File: src/rtl/reg_read_arbiter.sv
// reg_read_arbiter: round-robin sharing of the registered 32-entry register-file read mux.
//
// Ports:
//   Clock      rising-edge clock, shared with the register-file mux
//   Reset_n    synchronous active-low reset
//   Req        per-requester read request (level)
//   ReqAddr    requester i address in bits [i*AW +: AW]
//   Ack        registered one-hot grant acknowledge (one-cycle pulse)
//   ReadAdd    registered address driven to the mux select
//   MuxData    registered output of the register-file mux
//   RespValid  response valid (one-cycle pulse)
//   RespId     requester index of the response
//   RespData   register contents for the response
//   Busy       a read is in flight in either tracking stage
module reg_read_arbiter #(
    parameter int NREQ = 4,
    parameter int AW   = 5,
    parameter int DW   = 32
) (
    input  logic                 Clock,
    input  logic                 Reset_n,
    input  logic [NREQ-1:0]      Req,
    input  logic [NREQ*AW-1:0]   ReqAddr,
    output logic [NREQ-1:0]      Ack,
    output logic [AW-1:0]        ReadAdd,
    input  logic [DW-1:0]        MuxData,
    output logic                 RespValid,
    output logic [2:0]           RespId,
    output logic [DW-1:0]        RespData,
    output logic                 Busy
);

    logic [2:0]    last;
    logic [2:0]    grant;
    logic          hit;
    logic [7:0]    elig;
    logic [3:0]    sum;
    logic [AW-1:0] addr [8];
    logic          s1_valid, s2_valid;
    logic [2:0]    s1_id, s2_id;

    // Requesters still seeing their Ack are masked so a held Req cannot win twice in a row.
    // Scanning from the far end lets the nearest eligible requester after last overwrite the rest.
    always_comb begin
        elig  = 8'(Req & ~Ack);
        hit   = 1'b0;
        grant = last;
        sum   = '0;
        for (int k = NREQ; k >= 1; k--) begin
            sum = {1'b0, last} + 4'(k);
            sum = (sum >= 4'(NREQ)) ? sum - 4'(NREQ) : sum;
            if (elig[sum[2:0]]) begin
                hit   = 1'b1;
                grant = sum[2:0];
            end
        end
    end

    always_comb begin
        for (int i = 0; i < 8; i++)
            addr[i] = '0;
        for (int i = 0; i < NREQ; i++)
            addr[i] = ReqAddr[i*AW +: AW];
    end

    always_ff @(posedge Clock) begin
        if (!Reset_n) begin
            Ack       <= '0;
            ReadAdd   <= '0;
            last      <= 3'(NREQ - 1);
            s1_valid  <= 1'b0;
            s1_id     <= '0;
            s2_valid  <= 1'b0;
            s2_id     <= '0;
            RespValid <= 1'b0;
            RespId    <= '0;
            RespData  <= '0;
        end else begin
            Ack      <= hit ? NREQ'(8'd1 << grant) : '0;
            s1_valid <= hit;
            s1_id    <= grant;
            if (hit) begin
                ReadAdd <= addr[grant];
                last    <= grant;
            end
            // The mux registers R[ReadAdd] on the same edge stage1 advances to stage2.
            s2_valid  <= s1_valid;
            s2_id     <= s1_id;
            RespValid <= s2_valid;
            if (s2_valid) begin
                RespId   <= s2_id;
                RespData <= MuxData;
            end
        end
    end

    assign Busy = s1_valid | s2_valid;

endmodule

File: config.mk
export PLATFORM = sky130hd
export DESIGN_NAME = reg_read_arbiter
export DESIGN_NICKNAME = d
export VERILOG_FILES = /design/src/rtl/reg_read_arbiter.sv
export SDC_FILE = /design/constraint.sdc
export NUM_CORES = 1
export LEC_CHECK = 0
export BUFFER_PORTS_ARGS = -buffer_cell sky130_fd_sc_hd__buf_2
export CAP_MARGIN = 20
export CORE_UTILIZATION = 43
export CTS_BUF_LIST = sky130_fd_sc_hd__clkbuf_4
export CTS_CLUSTER_SIZE = 12
export DETAILED_ROUTE_END_ITERATION = 16
export PLACE_DENSITY = 0.73
export SYNTH_ARGS = -nofsm -noshare
export SYNTH_HDL_FRONTEND = slang
export SYNTH_SLANG_ARGS = --single-unit
export TNS_END_PERCENT = 20
File: constraint.sdc
create_clock -name Clock -period 2.9 [get_ports Clock]
set_input_delay 0.58 -clock Clock [delete_from_list [all_inputs] [get_ports Clock]]
set_output_delay 0.58 -clock Clock [all_outputs]
set_load 0.05 [all_outputs]
==> reports/metrics.yaml <==
rows: 26
placed_area_um2: 2890
root_buffer: "clkbuf_4"
reg2reg_from: "last[0]$_SDFFE_PN1P_"
gp_congestion: 0.853
io_buffers: 103
setup-tns-final_ns: 0
synth_area_leader_cell: "dfxtp_1"
synth_nets: 277
rsz0062_at_grt: "no"
cts_made_buffers: 5
cp_max_fo: 9
worstMarginPinSlew_ns: 0.574
timing.fmax_ghz: 0.376
final_area_um2: 2950
grt_use_total_pct: 16.7
die_area_um2: 5600
reg2reg_slack_ns: 0.24
max-cap-violations: 0
endpoint_kind: "register"
cp_slowest_cell: "or3b_2"
drtPass1Iterations: 4
grt_max_degree: 38
async_flop_share_pct: 0
cts_tree: "yes"
die_width_um: 74.8
hold_path_end: "RespData[25]$_SDFFE_PN0P_"
num_vias: 1935
diodes: 0
synth_warnings: 0
ys_top_cells_by_count: "dfxtp_1, nor2_1, mux2i_1"
synth_cell_type_count: 45
crit_required_ns: 3.18
drc: 0
slowest_delay_ns: 0.49
cts_setup_buffers: 0
nets: 382
final_antenna_net_count: 0
ir_worst_vdd_mv: 0.593
p_leak_nw: 1.42
netlist.area_leader.share_pct: 49.2
wirelength_mm: 4.73
grt_pass1_wl_mm: 7.13
crit_path_cell_trace: "inv_1, ha_1, or3b_2, o221ai_1, o32ai_1, or2_4, mux4_2, a22o_1"
area.growth.synth_to_final_pct: 29.4
post_drt_wl_per_cell_um: 12.0
start_kind: "register"
powerDensity_nw_per_um2: 903
ys_seq_elements: 56
period_needed_ns: 2.66
critical_path_class: "register to register"
fin_crit_sh_pct: 91.8
status: "completed"
start_util_pct: 44.6
yosys-top-cells-area: "dfxtp_1, mux2i_1, nor2_1"
maxSlewViolCount: 0
grt_pass1_vias: 1672
hold_viol: 0
relSlewSlack_pct: 61.7
grt_remaining_overflow: 0
cts.sinks: 56
setup-violations-final: 0
netlist_area_um2: 2280
yosys.cell_count.top_type: "dfxtp_1"
finalClockSkew_ns: 0.0117
ys_seq_area_share_pct: 49.2
timing.rr.end: "ReadAdd[3]$_SDFFE_PN0P_"
synth_cells: 217
drive_gt1_share_pct: 42.1
h-tree-depth: 2
hp-start: "MuxData[25]"
viasPerCell: 4.92
cts_max_path_buffers: 2
synth_edf_count: 0
die_y_um: 74.8
hold_depth: 3
coreArea_um2: 5110
hold_path.class: "primary input to register"
num_io_pins: 104
syn_avg_cell_area_um2: 10.5
critPathArrivalTime_ns: 2.94
clk_pin_slew_ns: 0.15
synth_ff_type: "dfxtp_1"
drt_iter0_markers: 64
antenna_found_initial: 0
reg2reg_depth: 8
dp.final_hpwl_mm: 3.54
clock_latency_ns: 0.36
==> cell type report <==
type,count,area (um2)
flip-flops and latches,56,1120
inverters,4,15.0
well taps,70,87.6
clock inverters,1,8.76
repair buffers,112,583
multi-input cells,143,1080
clock buffers,7,52.6
fillers,463,2160
==> flip-flops by register name, summed over array words and instances (netlist names) <==
signal	flops
Ack	4
ReadAdd	5
RespData	32
RespId	3
RespValid	1
last	3
s1_id	3
s1_valid	1
s2_id	3
s2_valid	1
==> repair_timing <==
action / in CTS / in global routing
resized for setup: 0 / 2
hold buffers: 0 / 0
setup endpoints to repair: 0 / 4
==> stage by stage <==
step	hold WS, ns	utilization (%)	setup WS [ns]	power (mW)	instances
finish	0.440	57.7	0.238	2.66	393
global route	0.420	57.7	0.106	2.85	393
CTS	0.417	57.7	0.111	2.67	393
detailed placement	0.419	56.5	0.0543	2.32	385
global placement	0.416	56.5	0.0904	2.31	385
floorplan	0.412	-	0.125	2.04	217
==> how the worst max path moves through the flow <==
stage / from / endpoint / slack (ns) / cells after the start
floorplan: last[0]$_SDFFE_PN1P_ / ReadAdd[3]$_SDFFE_PN0P_ / 0.12 / 11
global placement: Req[1] / ReadAdd[3]$_SDFFE_PN0P_ / 0.09 / 8
detailed placement: Req[1] / ReadAdd[3]$_SDFFE_PN0P_ / 0.05 / 8
CTS: last[0]$_SDFFE_PN1P_ / ReadAdd[3]$_SDFFE_PN0P_ / 0.11 / 8
global route: last[0]$_SDFFE_PN1P_ / ReadAdd[3]$_SDFFE_PN0P_ / 0.11 / 8
finish: last[0]$_SDFFE_PN1P_ / ReadAdd[3]$_SDFFE_PN0P_ / 0.24 / 8
==> logic make-up after synthesis <==
logic type	synth area share, %
compound gates	7.90
xor+xnor	0.384
simple gates	17.6
fa+ha+maj	1.10
mux	20.3
flops	49.2
buf+inv	3.57
==> critical path: cells and delay by family (launching register included) <==
kind / cells / cell delay [ns]
and+or+nand+nor: 2 / 0.80
AOI/OAI and AO/OA: 3 / 0.52
muxes: 1 / 0.43
adders and majority gates: 1 / 0.41
DFF: 1 / 0.35
buffers and inverters: 1 / 0.07
==> cell usage in the layout, fill, tap and decap left out, drive strengths merged, types with 2 or more instances in the layout <==
master  Yosys  layout
a21oi       4       4
a22o        5       5
a22oi       2       2
and2        6       6
and3        2       2
and3b       2       2
and4b       2       2
and4bb      2       2
buf         5     112
clkbuf      9       7
dfxtp      56      56
ha          2       2
inv         4       4
mux2i      35      35
mux4        5       5
nand2       5       5
nand2b      2       2
nand3b      2       2
nor2       41      41
nor3b       3       3
o21ai       4       4
o22ai       2       2
o32ai       2       2
or2         2       2
or3b        2       2
==> per-layer routing <==
layer,GRT usage [%],share of wire (%),vias to the layer above
li1,-,-,975
met1,19.9,45,866
met2,28.6,45,83
met3,4.95,7.5,11
met4,5.87,2.1,0
met5,0,0,-
==> power breakdown <==
group	switching (mW)	internal, mW
Combinational	0.795	0.579
Sequential	0.0545	0.892
Clock	0.226	0.117
Total	1.08	1.59
No activity file was read; power rests on OpenSTA's default activity.
